<file path="config.mk">
export PLATFORM = sky130hd
export DESIGN_NAME = imem_loader
export DESIGN_NICKNAME = d
export VERILOG_FILES = /design/src/rtl/imem_loader.sv
export SDC_FILE = /design/constraint.sdc
export NUM_CORES = 1
export LEC_CHECK = 0
export CORE_MARGIN = 1
export CORE_UTILIZATION = 57
export CTS_CLUSTER_DIAMETER = 50
export DETAILED_ROUTE_END_ITERATION = 10
export DONT_BUFFER_PORTS = 1
export PLACE_DENSITY = 0.8
export SYNTH_ARGS = -nofsm -noshare
export SYNTH_HDL_FRONTEND = slang
export SYNTH_SLANG_ARGS = --single-unit
export TNS_END_PERCENT = 50
</file>
<file path="constraint.sdc">
create_clock -name clk -period 2.4 [get_ports clk]
set_clock_uncertainty 0.15 [all_clocks]
set_input_delay 0.24 -clock clk [delete_from_list [all_inputs] [get_ports clk]]
set_output_delay 0.24 -clock clk [all_outputs]
set_load 0.05 [all_outputs]
</file>
<file path="src/rtl/imem_loader.sv">
// Instruction memory loader: framed byte stream -> imem writes.
// Releases the core only after a good checksum.
module imem_loader #(
    parameter int                ADDR_W    = 11,
    parameter logic [7:0]        MAGIC     = 8'hA5,
    parameter logic [ADDR_W-1:0] BASE_ADDR = '0
) (
    input  logic              clk,
    input  logic              rst_n,
    input  logic [7:0]        in_data,
    input  logic              in_valid,
    output logic              in_ready,
    input  logic              clear,
    output logic              mem_we,
    output logic [ADDR_W-1:0] mem_addr,
    output logic [7:0]        mem_wdata,
    output logic              cpu_hold,
    output logic              load_done,
    output logic              load_err,
    output logic [1:0]        err_code,
    output logic [ADDR_W:0]   byte_cnt
);

    typedef enum logic [2:0] {
        S_IDLE,
        S_LEN_LO,
        S_LEN_HI,
        S_DATA,
        S_CSUM,
        S_DONE,
        S_ERR
    } state_t;

    localparam logic [16:0] MAX_LEN = 17'(1) << ADDR_W;

    state_t      state;
    logic [7:0]  len_lo;
    logic [15:0] len;
    logic [7:0]  xsum;

    logic            xfer;
    logic [16:0]     len_full;
    logic [ADDR_W:0] cnt_nxt;
    logic            last;

    // Handshake and derived values for the current byte
    always_comb begin
        xfer     = in_valid & in_ready;
        len_full = {1'b0, in_data, len_lo};
        cnt_nxt  = byte_cnt + 1'b1;
        last     = (17'(cnt_nxt) == {1'b0, len});
    end

    // Frame parser FSM with registered outputs
    always_ff @(posedge clk or negedge rst_n) begin
        if (!rst_n) begin
            state     <= S_IDLE;
            in_ready  <= 1'b0;
            mem_we    <= 1'b0;
            mem_addr  <= '0;
            mem_wdata <= '0;
            cpu_hold  <= 1'b1;
            load_done <= 1'b0;
            load_err  <= 1'b0;
            err_code  <= 2'd0;
            byte_cnt  <= '0;
            len_lo    <= '0;
            len       <= '0;
            xsum      <= '0;
        end else begin
            mem_we <= 1'b0;
            unique case (state)
                S_IDLE: begin
                    in_ready <= 1'b1;
                    if (xfer && in_data == MAGIC) begin
                        state    <= S_LEN_LO;
                        byte_cnt <= '0;
                        xsum     <= '0;
                    end
                end
                S_LEN_LO: begin
                    if (xfer) begin
                        len_lo <= in_data;
                        state  <= S_LEN_HI;
                    end
                end
                S_LEN_HI: begin
                    if (xfer) begin
                        len <= len_full[15:0];
                        if (len_full > MAX_LEN) begin
                            state    <= S_ERR;
                            load_err <= 1'b1;
                            err_code <= 2'd1;
                            in_ready <= 1'b0;
                        end else if (len_full == 17'd0) begin
                            state <= S_CSUM;
                        end else begin
                            state <= S_DATA;
                        end
                    end
                end
                S_DATA: begin
                    if (xfer) begin
                        xsum      <= xsum ^ in_data;
                        byte_cnt  <= cnt_nxt;
                        mem_we    <= 1'b1;
                        mem_addr  <= BASE_ADDR + byte_cnt[ADDR_W-1:0];
                        mem_wdata <= in_data;
                        if (last) begin
                            state <= S_CSUM;
                        end
                    end
                end
                S_CSUM: begin
                    if (xfer) begin
                        in_ready <= 1'b0;
                        if (in_data == xsum) begin
                            state     <= S_DONE;
                            load_done <= 1'b1;
                            cpu_hold  <= 1'b0;
                        end else begin
                            state    <= S_ERR;
                            load_err <= 1'b1;
                            err_code <= 2'd2;
                        end
                    end
                end
                S_DONE, S_ERR: begin
                    if (clear) begin
                        state     <= S_IDLE;
                        in_ready  <= 1'b1;
                        load_done <= 1'b0;
                        load_err  <= 1'b0;
                        err_code  <= 2'd0;
                        byte_cnt  <= '0;
                        xsum      <= '0;
                        cpu_hold  <= 1'b1;
                    end
                end
                default: begin
                    state    <= S_IDLE;
                    in_ready <= 1'b0;
                end
            endcase
        end
    end

endmodule

</file>
* Yosys cells after proc, flatten, opt, wreduce, memory -nomap -nowiden
Index checks and enable logic that the tools add are counted.
Word-level totals: bits in registers 73
Cells by class: reductions and logical operators 16, add/sub/neg operators 1, $lt $le $gt $ge 1, bitwise logic cells 3, mux-type cells 44, equal/unequal tests 19
Operators by type and width (number):
- 12-bit two-way mux | 3
- 12-bit case mux with 3 select lines | 1
- 3-bit two-way mux | 9
- 8-bit two-way mux | 3
- 8-bit case mux with 3 select lines | 1
- 2-bit != test, second input constant | 10
- 3-bit case mux with 6 select lines | 1
- 17-bit logical NOT | 1
- 12-bit by 16-bit equality test with 1-bit output | 1
- 16-bit by 12-bit > comparator with 1-bit output, second input constant | 1
- 1-bit two-way mux | 15
- 12-bit by 1-bit adder with 12-bit output, second input constant | 1
- 2-bit two-way mux | 6
- 3-bit equality test, second input constant | 3
- 8-bit equality test | 1
- 8-bit equality test, second input constant | 1
- 4-bit AND reduction | 2
- 8-bit XOR | 1
- 7-bit AND reduction | 1
- 3-bit by 2-bit equality test with 1-bit output, second input constant | 2
- 2-bit case mux with 3 select lines | 1
- 2-bit AND reduction | 3
- 6-bit AND reduction | 1
- 3-bit nonzero test | 2
- 11 further kinds | 13

* Depth between registers and ports, before layout
Gate-level depths: netlist of run 1.
depth in word-level cells 5, mapped depth 8, depth with buffers taken out 7

* Worst setup path before layout of run 1
OpenSTA, ideal clock, no wires.
kind register -> register, from register byte_cnt[0], to register state[1], setup slack -0.379 ns, stages on the path, launching flop included 8, library setup time 0.129 ns, path buffers 0, data arrival time 2.501 ns, period minus slack after synthesis 2.779 ns, cell sequence dfrtp_1 > ha_1 > and3_4 > nand3_2 > or4_4 > a311oi_2 > a21oi_2 > a2111o_1
Between the ends: longest elaborated chain between the ends 4
Ends and longest elaborated chain:
- start, declared | RTL line 21 | output logic [ADDR_W:0] byte_cnt
- start signal, assigned | RTL line 105 | byte_cnt <= cnt_nxt;
- 12-bit by 1-bit adder with 12-bit output | RTL line 50 | cnt_nxt = byte_cnt + 1'b1;
- 12-bit by 16-bit equality test with 1-bit output | RTL line 51 | last = (17'(cnt_nxt) == {1'b0, len});
- 2-bit != test (no source line)
- 7-bit AND reduction (no source line)
- end signal, assigned | RTL line 57 | state <= S_IDLE;
- end signal, assigned | RTL line 76 | state <= S_LEN_LO;
- end signal, assigned | RTL line 84 | state <= S_LEN_HI;
- end, declared | RTL line 36 | state_t state;
Every way passes these cells. A chain may end at the register's enable or synchronous reset.

* Worst setup path after layout of run 1
Same ends and word-level chain as after synthesis.

==> results of run 1 <==
[power by group through the flow]
stage / clock (W) / sequential [W] / combinational, W
6_report: 0.00132 / 0.00241 / 0.00175
5_1_grt: 0.00139 / 0.00247 / 0.00193
4_1_cts: 0.00132 / 0.00240 / 0.00171
3_5_place_dp: 0 / 0.00243 / 0.00163
3_3_place_gp: 0 / 0.00240 / 0.00157
2_1_floorplan: 0 / 0.00231 / 0.00134
[routing by layer]
layer | up-vias | wire, µm | global-route usage, %
li1 | 1449 | - | -
met1 | 1538 | 4110 | 37.4
met2 | 111 | 4550 | 45.8
met3 | 21 | 534 | 6.63
met4 | 0 | 177 | 10.3
met5 | - | 0 | 0
[cell usage after synthesis, types with 3 or more instances]
cell type	instances	share of area (%)
nand2_1	78	7.7
dfrtp_1	72	48
o21ai_0	43	5.7
mux2_2	25	7.4
nor2_1	25	2.5
clkbuf_1	15	1.5
xor2_1	15	3.5
nand3_1	10	1.3
a21oi_1	8	1.1
xnor2_1	8	1.8
nor4_1	5	0.83
buf_6	4	1.2
nand4_1	4	0.66
nor3_1	4	0.53
o31ai_1	4	0.79
a31oi_1	3	0.50
and2_1	3	0.50
and3_1	3	0.50
buf_4	3	0.59
inv_1	3	0.30
nand3b_1	3	0.59
o211ai_1	3	0.59
o22ai_1	3	0.50
or3_1	3	0.50
[how the worst min path moves through the flow]
stage,startpoint,endpoint,cells past startpoint
after CTS,in_data[7],xsum[7]$_DFFE_PN0P_,3
after global placement,rst_n,mem_addr[10]$_DFFE_PN0P_,0
after floorplan,rst_n,byte_cnt[10]$_DFFE_PN0P_,0
final,in_data[7],xsum[7]$_DFFE_PN0P_,3
after global routing,in_data[7],xsum[7]$_DFFE_PN0P_,3
after detailed placement,rst_n,mem_addr[10]$_DFFE_PN0P_,0
[worst register-to-register path, delay by kind of cell, from the launching register on]
kind | cells | cell delay [ns]
AND/OR/NAND/NOR | 3 | 0.76
AO/OA/AOI/OAI | 3 | 0.73
flip-flops | 1 | 0.51
buffers and inverters | 1 | 0.14
[sequential cells by signal (all words and copies together), names as in the netlist]
name,flops
cpu_hold,1
mem_wdata,8
mem_we,1
mem_addr,11
load_done,1
state,3
byte_cnt,12
in_ready,1
len,16
err_code,2
load_err,1
len_lo,8
xsum,8
[cell families (layout without fill, tap and decap cells)]
logic type	after synthesis	after routing
and+or+nand+nor	157	157
AOI/OAI and AO/OA	83	83
DFF	73	73
buffers and inverters	28	64
muxes	26	26
xor gates and xnor gates	24	24
adders and majority gates	1	1
[cell usage in the layout, fill, tap and decap left out, drive strengths merged, types with 2 or more instances in the layout]
cell	count
a211o	2
a21oi	9
a31o	2
a31oi	3
and2	3
and3	4
and4	2
and4b	2
buf	34
bufinv	4
clkbuf	10
dfrtp	72
dlygate4sd3	10
inv	5
mux2	25
nand2	78
nand2b	2
nand3	11
nand3b	3
nand4	4
nor2	25
nor2b	2
nor3	4
nor4	5
nor4b	2
o211ai	3
o21ai	44
o22ai	3
o31ai	4
o41ai	2
or3	3
or4	2
xnor2	8
xor2	16
[layout make-up]
type / instances / area (µm²)
flip-flops and latches: 73 / 1840
clock inverters: 6 / 138
well taps: 77 / 96.3
fillers: 482 / 1950
repair buffers: 44 / 379
multi-input cells: 291 / 1840
clock buffers: 10 / 138
inverters: 4 / 15.0
[metrics by stage]
step | worst slack (ns) | utilization (%) | TNS [ns]
after floorplan | -0.0398 | - | -0.0588
after global placement | 0.0619 | 62.1 | 0
after detailed placement | 0.0234 | 62.1 | 0
after CTS | 0.0140 | 68.6 | 0
after global routing | -0.0504 | 69.5 | -0.0752
final | 0.0101 | 69.5 | 0
[what timing repair did]
action,CTS,global route
endpoints found under the setup margin,1,2
endpoints found under the hold margin,107,0
setup buffers,1,6
pin swaps,0,5
hold buffers,11,0
resized for setup,0,3
==> summary.md, run 1 <==
| Metric | Value |
|---|---|
| Flop pwr share | `44.0%` |
| Clk root buf | `clkbuf_8` |
| Logic pwr share | `a little under a third` |
| Critical Path AT | `2.47 ns` |
| Tcrit/Tclk final | `99.6%` |
| Pwr dens | `between 1000 and 1500 nW/µm²` |
| Tot GR Track Use | `28.2%` |
| Mapped Cells | `392` |
| Min cycle time layout | `2.39 ns` |
| Worst relative slew slack | `65.7%` |
| Start point of the critical path | `byte_cnt[0]$_DFFE_PN0P_` |
| Antenna violations before repair | `0` |
| Ys async rst share | `100%` |
| Final Wtd Congestion | `0.871` |
| Crit-path slowest cell | `or4_4` |
| Setup slack, reg-to-reg | `a little over 0.01 ns` |
| Total CTS buffers | `9` |
| Critical path depth | `7` |
| CP Buf/Inv Count | `1` |
| Crit Path Max Fanout | `3` |
| Worst hold-check path type | `in2reg` |
| Fin Hold WS | `0.0220 ns` |
| Drc violations | `0` |
| Worst flop-to-flop path endpoint | `state[1]$_DFFE_PN0P_` |
| Syn nets | `405` |
| Post-Layout Cell Count | `505` |
| Post-DP HPWL | `~5800 µm` |
| Largest net degree at the start of global routing | `74` |
| Ys Warns | `0` |
| Mux cell area share after synthesis | `7.69%` |
| Row cnt | `29` |
| Synthesized-area fraction occupied by adder cells | `less than 1%` |
| Yosys cell types | `60` |
| DR vias | `3119` |
| Switching share of power | `about two fifths` |
| Clk_lat worst skew | `0.35 ns` |
| Drt pass-1 iters | `5` |
| Final WL | `9370 µm` |
| Xor-xnor portion of the synthesized cell area | `slightly above 6%` |
| Simple-gate share of the synthesized area | `19.9%` |
| NetSw | `approximately 0.0022 W` |
| Worst r2r path cells | `7` |
| MaxCap Viol Count | `0` |
| Tot Pwr | `0.00549 W` |
| CTS max path bufs | `2` |
| CP max stage delay | `0.53 ns` |
| Avg WL per Cell | `18.6 µm` |
| Yosys reg bits | `73` |
| I/O pin cnt | `50` |
| CTS Sinks | `73` |
| Fmax | `418 MHz` |
| Crit path cell chain | `buf_6 -> nand4_1 -> nor2_2 -> or4_4 -> a311oi_4 -> a21oi_2 -> a2111o_1` |
| Worst setup path end | `state[1]$_DFFE_PN0P_` |
| Input/output buffers | `0` |
| Final hold violations | `0` |
| Status | `finished clean` |
| Share of layout cells above drive strength 1 | `22.4%` |
| Synth Cell Area | `3790 µm²` |
| Die span in y | `83.5 µm` |
| Area grow syn2layout | `17.2%` |
| Crit path required time | `2.48 ns` |
| Mean Syn Cell Area | `approximately 9.7 µm²` |
| Starting Density | `59.3%` |
| Vias in the first global route | `3149` |
| Worst r2r src | `byte_cnt[0]$_DFFE_PN0P_` |
| Fin. max-slew vios | `0` |
| Top cell family by delay on the critical path | `simple AND/OR/NAND/NOR gates` |
| Synth Flop Type | `dfrtp_1` |
| Worst-Margin Slew | `0.515 ns` |
| RSZ-0062 raised after global routing | `yes` |
| WS Path Type | `reg2reg` |
| TritonCTS clock tree | `yes` |
| Vias per cell | `6.18` |
| Number of synthesized flops with an enable pin | `0` |
| CTS H-tree depth | `3` |
| Post-DRT Antenna Nets | `0` |
| First-pass GRT wire length | `15400 µm` |
| Maximum VDD drop | `0.771 mV` |
| DIE WIDTH | `~84 µm` |
| Clk slew on worst S/H paths | `roughly 0.08 ns` |
| Final #Nets | `436` |
| Static Leakage | `a little over 2 nW` |
| Post-DP Area | `between 3000 and 4000 µm²` |
| Compound-Gate Fraction of Synth Area | `13.8%` |
| DR iter-0 viols | `316` |
| Cells after DPL | `471` |
| Setup crit end kind | `flop` |
| Startpoint Class | `flop` |
| Antenna Cells | `0` |
| Sequential element share of the synthesized area | `48.2%` |
| Clock share of power | `24.1%` |
| Core ar. | `6390 µm²` |
| Fin area | `between 4000 and 5000 µm²` |
| Largest family of logic cells by synthesized area | `simple AND/OR/NAND/NOR gates` |
| Final setup viols | `0` |
| Total Die Area | `6980 µm²` |
| Int Power | `between 0.003 and 0.004 W` |
| Global route overflow | `0` |
No activity file was read; power rests on OpenSTA's default activity.
==> run 2, diff against run 1 <==
==> constraint.sdc (replaced) <==
create_clock -name clk -period 2.4 [get_ports clk]
set_clock_uncertainty 0.15 [all_clocks]
set_input_delay 0.24 -clock clk [delete_from_list [all_inputs] [get_ports clk]]
set_output_delay 0.24 -clock clk [all_outputs]
set_load 0.1 [all_outputs]
==> summary.md, run 2 (synthesis gave the netlist of run 1 again) <==
| Metric | Value |
|---|---|
| MaxCap Viol Count | `0 (unchanged)` |
| Static Leakage | `2.07 nW (+1.9%)` |
| CTS H-tree depth | `3 (unchanged)` |
| Clock share of power | `17.1% (-7.0 points)` |
| TritonCTS clock tree | `yes` |
| RSZ-0062 raised after global routing | `yes` |
| Global route overflow | `0 (unchanged)` |
| DR vias | `3255 (+4.4%)` |
| Area grow syn2layout | `18.9%` |
| Tot GR Track Use | `28.0% (-0.20 points)` |
| CTS Sinks | `73 (unchanged)` |
| Row cnt | `29 (unchanged)` |
| Logic pwr share | `46.2% (+14 points)` |
| WS Path Type | `reg2reg` |
| Maximum VDD drop | `0.921 mV (+19%)` |
| Setup crit end kind | `flop` |
| Pwr dens | `1270 nW/µm² (+3.1%)` |
| Int Power | `0.00311 W (-5.3%)` |
| Post-route setup TNS | `-0.0124 ns (-0.0124 ns)` |
| Worst hold-check path type | `in2reg` |
| Final WL | `9350 µm (-0.30%)` |
| Final Util | `70.5% (+1.0 points)` |
| I/O pin cnt | `50 (unchanged)` |
| Fill count | `472 (-2.1%)` |
| Crit Path Max Fanout | `6 (+3)` |
| Final #Nets | `454 (+4.1%)` |
| Crit path required time | `2.47 ns (about the same)` |
| Input/output buffers | `0 (unchanged)` |
| Worst-Margin Slew | `0.860 ns (+0.344 ns)` |
| Vias per cell | `6.22 (+0.77%)` |
| Share of layout cells above drive strength 1 | `26.5% (+4.0 points)` |
| Startpoint Class | `flop` |
| Worst setup margin | `-0.0124 ns (-0.0225 ns)` |
| Vias in the first global route | `3149 (unchanged)` |
| Avg WL per Cell | `17.9 µm (-3.7%)` |
| Tcrit/Tclk final | `101% (+0.94 points)` |
| Clk_lat worst skew | `0.35 ns (about the same)` |
| Largest net degree at the start of global routing | `74 (unchanged)` |
| Core ar. | `6390 µm² (unchanged)` |
| Post-DRT Antenna Nets | `0 (unchanged)` |
| Antenna Cells | `0 (unchanged)` |
| Final setup viols | `1 (+1)` |
| First-pass GRT wire length | `15400 µm (-0.18%)` |
| DR iter-0 viols | `389 (+23%)` |
| Final hold violations | `0 (unchanged)` |
| Clk slew on worst S/H paths | `0.08 ns (about the same)` |
| Worst relative slew slack | `42.7% (-23 points)` |
| Drc violations | `0 (unchanged)` |
| Top Registers | `len: 16 flops, byte_cnt: 12 flops, mem_addr: 11 flops` |
| Status | `finished with violations` |
| Antenna violations before repair | `0 (unchanged)` |
| NetSw | `0.00263 W (+19%)` |
| Fmax | `415 MHz (-0.93%)` |
| Fin Hold WS | `0.0106 ns (-0.0114 ns)` |
| Failing checks | `negative setup slack` |
| Post-DP HPWL | `5810 µm (-0.34%)` |
| CTS max path bufs | `2 (unchanged)` |
| Top reg by flops | `len` |
| Min cycle time layout | `2.41 ns (+0.0225 ns)` |
| DIE WIDTH | `83.5 µm (unchanged)` |
| Final Wtd Congestion | `0.896 (+2.8%)` |
| Clk root buf | `clkbuf_8` |
| Commonest non-fill, non-tap cell in the layout | `nand2_1` |
| Fin. max-slew vios | `0 (unchanged)` |
| Switching share of power | `45.8% (+5.7 points)` |
| Fin area | `4500 µm² (+1.4%)` |
| Post-DP Area | `4130 µm² (+4.2%)` |
| Flop pwr share | `36.7% (-7.3 points)` |
| Die span in y | `83.5 µm (unchanged)` |
| Drt pass-1 iters | `5 (unchanged)` |
| Critical Path AT | `2.48 ns (about the same)` |
| Total CTS buffers | `9 (unchanged)` |
| Starting Density | `59.3% (unchanged)` |
| Commonest cells after routing, fill and taps aside | `nand2_1, dfrtp_1, buf_4` |
| Total Die Area | `6980 µm² (unchanged)` |
| Max FFs per register | `16 (unchanged)` |
## run 2: timing repair
| item | 4_1_cts | 5_1_grt |
|---|---|---|
| endpoints found under the setup margin | 0 | 3 |
| gates resized for setup | 0 | 1 |
| hold buffers | 11 | 0 |
| endpoints found under the hold margin | 107 | 0 |
| buffers inserted | 0 | 5 |
## run 2: power groups by stage
stage               Clock [W]  Sequential [W]  Combinational [W]
global placement            0         0.00209            0.00248
global route          0.00104         0.00215            0.00282
finish               0.000982         0.00211            0.00265
CTS                  0.000988         0.00209            0.00260
detailed placement          0         0.00211            0.00254
floorplan                   0         0.00275            0.00134
## run 2: final timing paths
path	start	to	slack [ns]	cells past startpoint
min in group asynchronous	rst_n	xsum[1]$_DFFE_PN0P_	0.33	2
hold / removal	in_data[6]	xsum[6]$_DFFE_PN0P_	0.01	3
hold reg to reg	mem_addr[3]$_DFFE_PN0P_	mem_addr[3]$_DFFE_PN0P_	0.32	2
setup reg to reg	byte_cnt[0]$_DFFE_PN0P_	state[1]$_DFFE_PN0P_	-0.01	7
setup / recovery	byte_cnt[0]$_DFFE_PN0P_	state[1]$_DFFE_PN0P_	-0.01	7
max in group asynchronous	rst_n	cpu_hold$_DFFE_PN1P_	1.46	2
## run 2: stage by stage
stage	power, W	std cells	setup WS, ns
floorplan	0.00409	392	-0.120
global placement	0.00457	491	0.0914
detailed placement	0.00466	491	0.0566
CTS	0.00568	518	0.0445
global route	0.00602	523	-0.0698
finish	0.00574	523	-0.0124
## run 2: critical path, stage by stage (launching register included)
cell	delay [ns]
dfrtp_4	0.44
ha_4	0.17
and3_4	0.21
nand3_2	0.07
or4_4	0.52
a311oi_2	0.31
a21oi_2	0.12
a2111o_1	0.30
## run 2: area by class of cell
cell class | instances | area [µm²] | area share (%)
well taps | 77 | 96.3 | 2.14
clock inverters | 2 | 37.5 | 0.833
repair buffers | 62 | 510 | 11.3
clock buffers | 14 | 163 | 3.61
flip-flops and latches | 73 | 1850 | 41.1
multi-input cells | 291 | 1830 | 40.6
inverters | 4 | 15.0 | 0.333
## run 2: metal layers
layer  GRT usage [%]  routed length, µm
met1            36.6               3750
met2            43.1               4530
met3            8.31                840
met4            13.4                220
met5               0                  0
==> run 3, diff against run 2 <==
--- a/config.mk
+++ b/config.mk
@@ -10,6 +10,7 @@
 export CTS_CLUSTER_DIAMETER = 50
 export DETAILED_ROUTE_END_ITERATION = 10
 export DONT_BUFFER_PORTS = 1
+export MAX_ROUTING_LAYER = met4
 export PLACE_DENSITY = 0.8
 export SYNTH_ARGS = -nofsm -noshare
 export SYNTH_HDL_FRONTEND = slang
==> summary.md, run 3 (synthesis gave the netlist of run 1 again) <==
| Metric | Value |
|---|---|
| Area grow syn2layout | `18.8% (about the same)` |
| Final setup viols | `1 (unchanged)` |
| Crit Path Max Fanout | `7 (+1)` |
| Die span in y | `83.5 µm (unchanged)` |
| Commonest non-fill, non-tap cell in the layout | `nand2_1` |
| Drt pass-1 iters | `5 (unchanged)` |
| Fin area | `4500 µm² (about the same)` |
| Register area | `1850 µm² (unchanged)` |
| TritonCTS clock tree | `yes` |
| Clk slew on worst S/H paths | `0.07 ns (about the same)` |
| Largest net degree at the start of global routing | `74 (unchanged)` |
| Antenna Cells | `0 (unchanged)` |
| Pwr dens | `1270 nW/µm² (about the same)` |
| First-pass GRT wire length | `16000 µm (+4.3%)` |
| CP Buf/Inv Count | `0 (unchanged)` |
| Post-DP Area | `4150 µm² (+0.36%)` |
| Global route overflow | `0 (unchanged)` |
| Antenna violations before repair | `0 (unchanged)` |
| WS Path Type | `reg2reg` |
| Final #Nets | `454 (unchanged)` |
| Maximum VDD drop | `0.957 mV (+3.9%)` |
| WHS Path Cells | `3 (unchanged)` |
| Core ar. | `6390 µm² (unchanged)` |
| MaxCap Viol Count | `0 (unchanged)` |
| Multi-input combinational cell area | `1830 µm² (-0.27%)` |
| Critical Path AT | `2.48 ns (about the same)` |
| Setup slack, reg-to-reg | `-0.001 ns (about the same)` |
| Vias per cell | `6.16 (-0.98%)` |
| Final Wtd Congestion | `0.898 (+0.30%)` |
| Fin. max-slew vios | `0 (unchanged)` |
| Static Leakage | `2.08 nW (+0.14%)` |
| Top reg by flops | `len` |
| Min cycle time layout | `2.40 ns (-0.0111 ns)` |
| Row cnt | `29 (unchanged)` |
| Worst relative slew slack | `42.7% (about the same)` |
| Worst r2r path cells | `7 (unchanged)` |
| Worst hold-check path type | `in2reg` |
| Final WL | `9320 µm (-0.28%)` |
| Tcrit/Tclk final | `100% (-0.46 points)` |
| Vias in the first global route | `3276 (+4.0%)` |
| Tot GR Track Use | `30.0% (+2.0 points)` |
| DIE WIDTH | `83.5 µm (unchanged)` |
| Worst-Margin Slew | `0.860 ns (+0.000332 ns)` |
| Cells after DPL | `493 (+0.41%)` |
| Crit path required time | `2.48 ns (about the same)` |
| Commonest cells after routing, fill and taps aside | `nand2_1, dfrtp_1, buf_4` |
| Clk root buf | `clkbuf_8` |
| Drc violations | `0 (unchanged)` |
| Avg WL per Cell | `17.8 µm (-0.28%)` |
| DR iter-0 viols | `274 (-30%)` |
| Worst r2r src | `byte_cnt[0]$_DFFE_PN0P_` |
| Fmax | `416 MHz (+0.46%)` |
| CTS H-tree depth | `3 (unchanged)` |
| Post-Layout Cell Count | `523 (unchanged)` |
| Post-DP HPWL | `5960 µm (+2.7%)` |
| CP max stage delay | `0.49 ns (-0.03 ns)` |
| Fin Hold WS | `0.00872 ns (-0.00193 ns)` |
| Starting Density | `59.3% (unchanged)` |
| CTS max path bufs | `2 (unchanged)` |
| Worst hold start | `in_data[1]` |
| Worst setup margin | `-0.00126 ns (+0.0111 ns)` |
| Fill count | `466 (-1.3%)` |
| Failing checks | `negative setup slack` |
| I/O pin cnt | `50 (unchanged)` |
| Share of layout cells above drive strength 1 | `26.5% (unchanged)` |
| Total Die Area | `6980 µm² (unchanged)` |
| Worst flop-to-flop path endpoint | `state[1]$_DFFE_PN0P_` |
| Input/output buffers | `0 (unchanged)` |
| Status | `finished with violations` |
| Post-DRT Antenna Nets | `0 (unchanged)` |
| RSZ-0062 raised after global routing | `yes` |
| Final Util | `70.5% (about the same)` |
| Worst Hold End | `xsum[1]$_DFFE_PN0P_` |
| Top Registers | `len: 16 flops, byte_cnt: 12 flops, mem_addr: 11 flops` |
| Clk_lat worst skew | `0.35 ns (about the same)` |
| Top cell family by delay on the critical path | `simple AND/OR/NAND/NOR gates` |
| Crit-path slowest cell | `or4_4` |
| DR vias | `3223 (-0.98%)` |
| Startpoint Class | `flop` |
| Total CTS buffers | `9 (unchanged)` |
| Setup crit end kind | `flop` |
| Final hold violations | `0 (unchanged)` |
| Max FFs per register | `16 (unchanged)` |
| CTS Sinks | `73 (unchanged)` |
| Crit path cell chain | `ha_4 -> and3_4 -> nand3_2 -> or4_4 -> a311oi_2 -> a21oi_2 -> a2111o_1` |
| Pre-CTS setup slack | `0.0287 ns (-0.0280 ns)` |
-- run 3: worst max path at each step --
stage                                 endpoint                    start  depth (start not counted)  slack [ns]
after floorplan           state[1]$_DFFE_PN0P_  byte_cnt[0]$_DFFE_PN0P_                          7       -0.12
after detailed placement  state[1]$_DFFE_PN0P_  byte_cnt[1]$_DFFE_PN0P_                          7        0.03
final                     state[1]$_DFFE_PN0P_  byte_cnt[0]$_DFFE_PN0P_                          7      -0.001
after global routing      state[1]$_DFFE_PN0P_  byte_cnt[0]$_DFFE_PN0P_                          7       -0.04
after CTS                 state[1]$_DFFE_PN0P_  byte_cnt[1]$_DFFE_PN0P_                          7       0.001
after global placement    state[1]$_DFFE_PN0P_  byte_cnt[1]$_DFFE_PN0P_                          7        0.08
-- run 3: area by class of cell --
type | instances | share of cell area, %
Multi-Input combinational cell | 291 | 40.6
Clock inverter | 4 | 1.17
Sequential cell | 73 | 41.1
Timing Repair Buffer | 62 | 11.4
Tap cell | 77 | 2.14
Clock buffer | 12 | 3.22
Inverter | 4 | 0.334
-- run 3: per-stage QoR --
stage / setup TNS (ns) / total power, W
after global placement: 0 / 0.00459
after CTS: 0 / 0.00570
after detailed placement: 0 / 0.00468
final: -0.00126 / 0.00573
after global routing: -0.0599 / 0.00604
after floorplan: -0.218 / 0.00409
-- run 3: where the power goes --
group / internal (W) / switching (W)
Sequential: 0.00165 / 0.000440
Clock: 0.000511 / 0.000453
Combinational: 0.000941 / 0.00174
Total: 0.00310 / 0.00263
-- run 3: repair_timing --
action / CTS / global route
setup buffers: 0 / 3
endpoints found under the hold margin: 107 / 0
hold buffers: 11 / 0
endpoints found under the setup margin: 0 / 2
resized for setup: 0 / 1
-- run 3: routing by layer --
layer  GRT usage, %  vias to the layer above  part of all wire, %  wire, µm
li1               -                     1481                    -         -
met1           38.7                     1573                   43      3970
met2           46.5                      150                   48      4480
met3           7.12                       19                  7.5       696
met4           11.4                        0                  1.8       171
met5              -                        -                    0         0
-- run 3: tightest hold or removal path, stage by stage --
cell and delay [ns]:
nor2_1 0.08, o21ai_0 0.08, o21ai_0 0.07
